--- src/rtl/store_forward_queue.sv ---
// store_forward_queue: in-order store queue. Stores wait for address, data and
// ROB commit, then drain oldest-first to memory. Loads get a same-cycle
// youngest-match forward or a stall answer.
module store_forward_queue #(
  parameter int DEPTH  = 8,
  parameter int DATA_W = 32,
  parameter int ADDR_W = 32,
  parameter int ID_W   = 6
) (
  input  logic                     clk,
  input  logic                     nrst,
  input  logic                     alloc_valid,
  output logic                     alloc_ready,
  input  logic [ID_W-1:0]          alloc_id,
  input  logic [DATA_W-1:0]        alloc_data,
  input  logic                     alloc_data_ready,
  input  logic [ID_W-1:0]          alloc_data_tag,
  input  logic                     addr_valid,
  input  logic [ID_W-1:0]          addr_id,
  input  logic [ADDR_W-1:0]        addr,
  input  logic                     cdb_valid,
  input  logic [ID_W-1:0]          cdb_tag,
  input  logic [DATA_W-1:0]        cdb_data,
  input  logic                     commit_valid,
  input  logic [ID_W-1:0]          commit_id,
  input  logic                     flush,
  input  logic                     ld_valid,
  input  logic [ADDR_W-1:0]        ld_addr,
  output logic                     ld_hit,
  output logic [DATA_W-1:0]        ld_data,
  output logic                     ld_stall,
  output logic                     mem_valid,
  input  logic                     mem_ready,
  output logic [ADDR_W-1:0]        mem_addr,
  output logic [DATA_W-1:0]        mem_data,
  output logic [ID_W-1:0]          mem_id,
  output logic [$clog2(DEPTH):0]   count,
  output logic                     err_commit
);

  localparam int PW = $clog2(DEPTH);
  localparam int CW = PW + 1;

  // Per-entry state
  logic [DEPTH-1:0]  r_valid;
  logic [DEPTH-1:0]  r_addr_rdy;
  logic [DEPTH-1:0]  r_data_rdy;
  logic [DEPTH-1:0]  r_committed;
  logic [ID_W-1:0]   r_id   [DEPTH];
  logic [ID_W-1:0]   r_tag  [DEPTH];
  logic [ADDR_W-1:0] r_addr [DEPTH];
  logic [DATA_W-1:0] r_data [DEPTH];

  // Pointers carry a wrap bit above the slot index
  logic [PW:0]       r_head;
  logic [PW:0]       r_cmt;
  logic [PW:0]       r_tail;
  logic [CW-1:0]     r_count;
  logic              r_err;

  logic [PW-1:0]     w_head_idx;
  logic [PW-1:0]     w_cmt_idx;
  logic [PW-1:0]     w_tail_idx;
  logic              w_full;
  logic              w_push;
  logic              w_mem_valid;
  logic              w_pop;
  logic              w_commit_ok;
  logic [PW:0]       w_cmt_next;
  logic [CW-1:0]     w_flush_n;
  logic [DEPTH-1:0]  w_flush_hit;
  logic              w_match;
  logic [PW-1:0]     w_match_idx;
  logic              w_unres;
  logic              w_ld_stall;
  logic              w_ld_hit;

  assign w_head_idx  = r_head[PW-1:0];
  assign w_cmt_idx   = r_cmt[PW-1:0];
  assign w_tail_idx  = r_tail[PW-1:0];
  assign w_full      = (r_count == CW'(DEPTH));
  assign w_push      = alloc_valid && !w_full && !flush;
  assign w_mem_valid = r_valid[w_head_idx] && r_addr_rdy[w_head_idx] &&
                       r_data_rdy[w_head_idx] && r_committed[w_head_idx];
  assign w_pop       = w_mem_valid && mem_ready;
  // Only the entry at the commit pointer may commit; anything else is an ordering error
  assign w_commit_ok = commit_valid && (r_cmt != r_tail) && r_valid[w_cmt_idx] &&
                       (r_id[w_cmt_idx] == commit_id);
  assign w_cmt_next  = r_cmt + {{PW{1'b0}}, w_commit_ok};
  assign w_flush_n   = flush ? (r_tail - w_cmt_next) : {CW{1'b0}};

  // Mark the slots between the post-commit pointer and tail as flushed
  always_comb begin
    logic [PW-1:0] v_off;
    v_off       = {PW{1'b0}};
    w_flush_hit = {DEPTH{1'b0}};
    for (int i = 0; i < DEPTH; i++) begin
      v_off = PW'(i) - w_cmt_next[PW-1:0];
      if (flush && ({1'b0, v_off} < w_flush_n)) begin
        w_flush_hit[i] = 1'b1;
      end else begin
        w_flush_hit[i] = 1'b0;
      end
    end
  end

  // Load scan oldest to youngest so the last match seen is the youngest one
  always_comb begin
    logic [PW-1:0] v_idx;
    v_idx       = {PW{1'b0}};
    w_match     = 1'b0;
    w_match_idx = {PW{1'b0}};
    w_unres     = 1'b0;
    for (int k = 0; k < DEPTH; k++) begin
      v_idx   = w_head_idx + PW'(k);
      w_unres = w_unres | (r_valid[v_idx] & ~r_addr_rdy[v_idx]);
      if (r_valid[v_idx] && r_addr_rdy[v_idx] && (r_addr[v_idx] == ld_addr)) begin
        w_match     = 1'b1;
        w_match_idx = v_idx;
      end else begin
        w_match     = w_match;
        w_match_idx = w_match_idx;
      end
    end
  end

  assign w_ld_stall = ld_valid && (w_unres || (w_match && !r_data_rdy[w_match_idx]));
  assign w_ld_hit   = ld_valid && !w_ld_stall && w_match;

  assign alloc_ready = !w_full;
  assign ld_stall    = w_ld_stall;
  assign ld_hit      = w_ld_hit;
  assign ld_data     = w_ld_hit ? r_data[w_match_idx] : {DATA_W{1'b0}};
  assign mem_valid   = w_mem_valid;
  assign mem_addr    = w_mem_valid ? r_addr[w_head_idx] : {ADDR_W{1'b0}};
  assign mem_data    = w_mem_valid ? r_data[w_head_idx] : {DATA_W{1'b0}};
  assign mem_id      = w_mem_valid ? r_id[w_head_idx]   : {ID_W{1'b0}};
  assign count       = r_count;
  assign err_commit  = r_err;

  // Entry storage: CDB/address capture, commit mark, push, pop, then flush wins
  always_ff @(posedge clk or negedge nrst) begin
    if (!nrst) begin
      r_valid     <= {DEPTH{1'b0}};
      r_addr_rdy  <= {DEPTH{1'b0}};
      r_data_rdy  <= {DEPTH{1'b0}};
      r_committed <= {DEPTH{1'b0}};
      for (int i = 0; i < DEPTH; i++) begin
        r_id[i]   <= {ID_W{1'b0}};
        r_tag[i]  <= {ID_W{1'b0}};
        r_addr[i] <= {ADDR_W{1'b0}};
        r_data[i] <= {DATA_W{1'b0}};
      end
    end else begin
      for (int i = 0; i < DEPTH; i++) begin
        if (r_valid[i] && !r_data_rdy[i] && cdb_valid && (r_tag[i] == cdb_tag)) begin
          r_data[i]     <= cdb_data;
          r_data_rdy[i] <= 1'b1;
        end
        if (r_valid[i] && addr_valid && (r_id[i] == addr_id)) begin
          r_addr[i]     <= addr;
          r_addr_rdy[i] <= 1'b1;
        end
        if (w_commit_ok && (PW'(i) == w_cmt_idx)) begin
          r_committed[i] <= 1'b1;
        end
        if (w_push && (PW'(i) == w_tail_idx)) begin
          r_valid[i]     <= 1'b1;
          r_id[i]        <= alloc_id;
          r_tag[i]       <= alloc_data_tag;
          r_addr[i]      <= {ADDR_W{1'b0}};
          r_addr_rdy[i]  <= 1'b0;
          r_committed[i] <= 1'b0;
          if (alloc_data_ready) begin
            r_data[i]     <= alloc_data;
            r_data_rdy[i] <= 1'b1;
          end else if (cdb_valid && (cdb_tag == alloc_data_tag)) begin
            r_data[i]     <= cdb_data;
            r_data_rdy[i] <= 1'b1;
          end else begin
            r_data[i]     <= {DATA_W{1'b0}};
            r_data_rdy[i] <= 1'b0;
          end
        end
        if ((w_pop && (PW'(i) == w_head_idx)) || w_flush_hit[i]) begin
          r_valid[i]     <= 1'b0;
          r_addr_rdy[i]  <= 1'b0;
          r_data_rdy[i]  <= 1'b0;
          r_committed[i] <= 1'b0;
        end
      end
    end
  end

  // Pointers, occupancy and the sticky commit-order error
  always_ff @(posedge clk or negedge nrst) begin
    if (!nrst) begin
      r_head  <= {(PW+1){1'b0}};
      r_cmt   <= {(PW+1){1'b0}};
      r_tail  <= {(PW+1){1'b0}};
      r_count <= {CW{1'b0}};
      r_err   <= 1'b0;
    end else begin
      r_head  <= r_head + {{PW{1'b0}}, w_pop};
      r_cmt   <= w_cmt_next;
      if (flush) begin
        r_tail <= w_cmt_next;
      end else begin
        r_tail <= r_tail + {{PW{1'b0}}, w_push};
      end
      r_count <= r_count + {{PW{1'b0}}, w_push} - {{PW{1'b0}}, w_pop} - w_flush_n;
      if (commit_valid && !w_commit_ok) begin
        r_err <= 1'b1;
      end
    end
  end

endmodule

--- config.mk ---
export PLATFORM = sky130hd
export DESIGN_NAME = store_forward_queue
export DESIGN_NICKNAME = d
export VERILOG_FILES = /design/src/rtl/store_forward_queue.sv
export SDC_FILE = /design/constraint.sdc
export NUM_CORES = 2
export LEC_CHECK = 0
export BUFFER_PORTS_ARGS = -buffer_cell sky130_fd_sc_hd__buf_4
export CORE_ASPECT_RATIO = 1.2
export CORE_MARGIN = 5
export CORE_UTILIZATION = 39
export CTS_CLUSTER_DIAMETER = 50
export DETAILED_ROUTE_END_ITERATION = 10
export GPL_TIMING_DRIVEN = 0
export HOLD_SLACK_MARGIN = 0.15
export PLACE_DENSITY = 0.66
export SLEW_MARGIN = 25
export SYNTH_ARGS = -nofsm -noshare
export SYNTH_HDL_FRONTEND = slang
export SYNTH_SLANG_ARGS = --single-unit
export TNS_END_PERCENT = 1
--- constraint.sdc ---
create_clock -name clk -period 17 [get_ports clk]
set_input_delay 0.85 -clock clk [delete_from_list [all_inputs] [get_ports clk]]
set_output_delay 0.85 -clock clk [all_outputs]
set_load 0.1 [all_outputs]
==> metrics.csv <==
metric;value;unit
number of register bits inferred by synthesis;656;
Switching Share;35.7;%
worst hold slack after final layout;0.318;ns
number of clock sinks;656;
vias after detailed routing;52700;
area of all placed cells without fillers;62300;sq um
sequential fraction of the synthesis area;30.2;%
detailed-route wire length per cell;45.0;um
gate count after technology mapping;5230;
net count reported at finish;5736;
fraction of layout cells with a size suffix above 1;22.3;%
Total Routing Usage GR;44.7;%
class of the most critical setup path;reg2out;
relative area change from synthesis to final layout;14.6;%
Inst Count DP;7259;
pin count of the biggest net entering global routing;89;
post-detailed-routing wire length;336000;um
required time at the worst-slack endpoint;16.15;ns
footprint of the flip-flops and latches;16400;sq um
static leakage;27.5;nW
setup tns final;0;ns
post-synth cell types;107;
HPWL Detailed;251000;um
WHS Path Cells;2;
startpoint types;flip-flop;
number of buffers created by CTS;93;
clock insertion delay at the later pin of the skew report;0.76;ns
clock tree from TritonCTS;yes;
library cell appearing most often on the critical path;sky130_fd_sc_hd__buf_2;
final global-route overflow total;0;
GP Congestion;1.15;
DRC viols;0;
number of filler instances in the final layout;13300;
die height;419;um
number of failing hold endpoints at the final stage;0;
clock period minus final worst setup slack;15.55;ns
final clock skew;0.0526;ns
vias per cell;7.07;
reported max-cap violation count;0;
antenna violations before repair;36;
vias in the first global route;50800;
top fanout value on the critical path;12;
hold worst-path end;err_commit;
fraction of power consumed by sequential logic;37.9;%
relative slew slack;16.1;%
FMAX;64.3;MHz
total nets after synthesis;5435;
final design utilization;44.8;%
total standard cell area after synthesis;54400;sq um
number of port buffers;171;
share of the clock period used by the worst path;91.5;%
number of antenna-violating nets in the routed design;0;
Clock Path Buffers;3;
worst reg2reg startpoint;r_head[0];
highest cell delay on the worst timing path;1.01;ns
Starting Density;39.1;%
cell chosen for the clock root;sky130_fd_sc_hd__clkbuf_16;
area used by multi-input combinational logic;35400;sq um
Primary FF master, synth;sky130_fd_sc_hd__dfrtp_1;
arrival time at the worst endpoint;14.70;ns
final setup violation count;0;
clock-pin transition on the worst setup and hold timing paths;0.07;ns
post-cts gate resize count;0;
switching power summed over all nets;2.09;mW
commonest non-fill, non-tap cell in the layout;sky130_fd_sc_hd__mux2i_1;
class of the most critical hold timing path;in2reg;
Slew Limit Fails;0;
logic gate share of total power;25.5;%
DRT Pass-1 Iters;6;
Std-Cell Core Area;139000;sq um
slack of the worst reg-to-reg path;8.68;ns
R2R depth;23;
run status;finished, final reports clean;
Iter 0 DRT Violations;8156;
cell internal power dissipation;3.75;mW
area of the die;147000;sq um
worst-path cell with the longest stage delay;sky130_fd_sc_hd__nor4_1;
Horiz. Die Dim;351;um
async set or reset register ratio after synthesis;100;%
number of synthesized flops with an enable pin;0;
largest voltage drop on the vdd net;0.0930;mV
measured slew at the worst slew-check pin;1.26;ns
wire length of the first global-routing pass;449000;um
unrepaired setup endpoints after global routing;false;
Clock Power Share;36.6;%
hold_sp;commit_valid;
leading cell types in the layout, fill and taps excluded;sky130_fd_sc_hd__mux2i_1 (931), sky130_fd_sc_hd__dfrtp_1 (656), sky130_fd_sc_hd__nand2_1 (493);
mean instance size in the synthesized netlist;10.4;sq um
final std cells w/o fill;7463;
Ys Warns;0;
pwr/cell area;93.7;nW/um^2
CTS H-tree lvls;3;
placement row count;150;
type of destination of the critical path;primary output;
endpoint of the lowest-slack register-to-register path;count[3];
area after detailed placement;58900;sq um
I/O pin total;279;
-- cells in the mapped netlist (11+ instances only) --
cell	number	share of area, %
sky130_fd_sc_hd__a2111oi_2	31	0.86
sky130_fd_sc_hd__a211oi_1	15	0.21
sky130_fd_sc_hd__a21oi_1	130	1.2
sky130_fd_sc_hd__a22oi_1	42	0.58
sky130_fd_sc_hd__a311oi_1	32	0.52
sky130_fd_sc_hd__a31oi_1	44	0.51
sky130_fd_sc_hd__and2_1	14	0.16
sky130_fd_sc_hd__and3_1	14	0.16
sky130_fd_sc_hd__buf_1	92	0.63
sky130_fd_sc_hd__buf_2	89	0.82
sky130_fd_sc_hd__buf_4	27	0.37
sky130_fd_sc_hd__buf_6	28	0.58
sky130_fd_sc_hd__clkbuf_1	247	1.7
sky130_fd_sc_hd__dfrtp_1	656	30
sky130_fd_sc_hd__ha_1	33	0.76
sky130_fd_sc_hd__inv_1	46	0.32
sky130_fd_sc_hd__mux2_2	144	3.0
sky130_fd_sc_hd__mux2i_1	931	17
sky130_fd_sc_hd__mux4_1	14	0.68
sky130_fd_sc_hd__mux4_2	393	16
sky130_fd_sc_hd__nand2_1	493	3.4
sky130_fd_sc_hd__nand2b_1	25	0.29
sky130_fd_sc_hd__nand3_1	52	0.48
sky130_fd_sc_hd__nand3b_1	16	0.22
sky130_fd_sc_hd__nand4_1	60	0.69
sky130_fd_sc_hd__nand4b_1	12	0.19
sky130_fd_sc_hd__nor2_1	442	3.1
sky130_fd_sc_hd__nor2b_1	16	0.18
sky130_fd_sc_hd__nor3_1	49	0.45
sky130_fd_sc_hd__nor3b_1	39	0.54
sky130_fd_sc_hd__nor4_1	33	0.38
sky130_fd_sc_hd__o21a_1	11	0.15
sky130_fd_sc_hd__o21ai_0	298	2.7
sky130_fd_sc_hd__o221ai_1	12	0.19
sky130_fd_sc_hd__o22ai_1	36	0.41
sky130_fd_sc_hd__o2bb2ai_1	32	0.52
sky130_fd_sc_hd__or3_1	15	0.17
sky130_fd_sc_hd__xnor2_1	250	4.0
sky130_fd_sc_hd__xor2_1	103	1.7
-- how the worst max path moves through the flow --
stage / cells past startpoint / endpoint / start
2_1_floorplan: 29 / ld_data[0] / r_head[0]
3_3_place_gp: 26 / ld_data[0] / r_head[2]
3_5_place_dp: 31 / ld_data[0] / r_head[0]
4_1_cts: 31 / ld_data[0] / r_head[0]
5_1_grt: 31 / ld_data[0] / r_head[0]
6_report: 29 / ld_data[0] / r_head[0]
-- layout make-up --
class	count	area share, %
Multi-Input combinational cell	3999	56.8
Sequential cell	656	26.3
Buffer	514	4.31
Clock buffer	109	4.08
Tap cell	1824	3.66
Timing Repair Buffer	206	3.08
Clock inverter	64	1.27
Inverter	61	0.371
Antenna cell	30	0.120
-- power groups by stage --
| stage | Clock (mW) | Combinational, mW | Sequential (mW) |
|---|---|---|---|
| floorplan | 0 | 0.994 | 2.11 |
| global placement | 0 | 1.40 | 2.20 |
| detailed placement | 0 | 1.45 | 2.21 |
| CTS | 2.13 | 1.46 | 2.19 |
| global route | 2.19 | 1.59 | 2.24 |
| finish | 2.13 | 1.49 | 2.21 |
-- sequential cells by signal (all words and copies together) (netlist names) --
name         count
r_head           3
r_addr_rdy       8
r_data         256
r_committed      8
r_valid          8
r_id            48
r_cmt            4
count            4
r_data_rdy       8
err_commit       1
r_tag           48
r_tail           4
r_addr         256
-- timing repair --
action                    4_1_cts  5_1_grt
hold endpoints to repair       61        0
buffers inserted                0        0
hold buffers                    1        0
-- cell families (layout without fill, tap and decap cells) --
| group | Yosys count | count (layout) | share of synthesized area (%) |
|---|---|---|---|
| xor gates and xnor gates | 355 | 355 | 5.76 |
| AOI/OAI and AO/OA | 779 | 779 | 9.46 |
| DFF | 656 | 656 | 30.2 |
| muxes | 1482 | 1482 | 37.1 |
| adders and majority gates | 37 | 37 | 0.906 |
| buffers and inverters | 575 | 954 | 5.21 |
| and+or+nand+nor | 1346 | 1346 | 11.4 |
| other | 0 | 30 | 0 |
-- routing by layer --
metal	vias up	GRT usage, %	wire [um]
met2	4646	67.0	146000
met4	18	41.9	40700
li1	20100	-	-
met3	1449	15.3	37700
met5	-	0.401	162
met1	26500	49.4	111000
-- stage by stage --
step / power, mW / setup WS, ns
after global routing: 6.01 / 2.00
final: 5.84 / 1.45
after CTS: 5.78 / 2.21
after global placement: 3.60 / 2.50
after floorplan: 3.11 / 6.53
after detailed placement: 3.66 / 3.00
-- critical path: cells and delay by family, from the launching register on --
family                     cells  cell delay, ns
muxes                          2            0.32
AOI/OAI and AO/OA              4            1.26
buffers and inverters         17            7.82
DFF                            1            0.44
and+or+nand+nor                3            1.77
xor gates and xnor gates       2            1.61
adders and majority gates      1            0.56
Power figures use the tool's default switching activity.
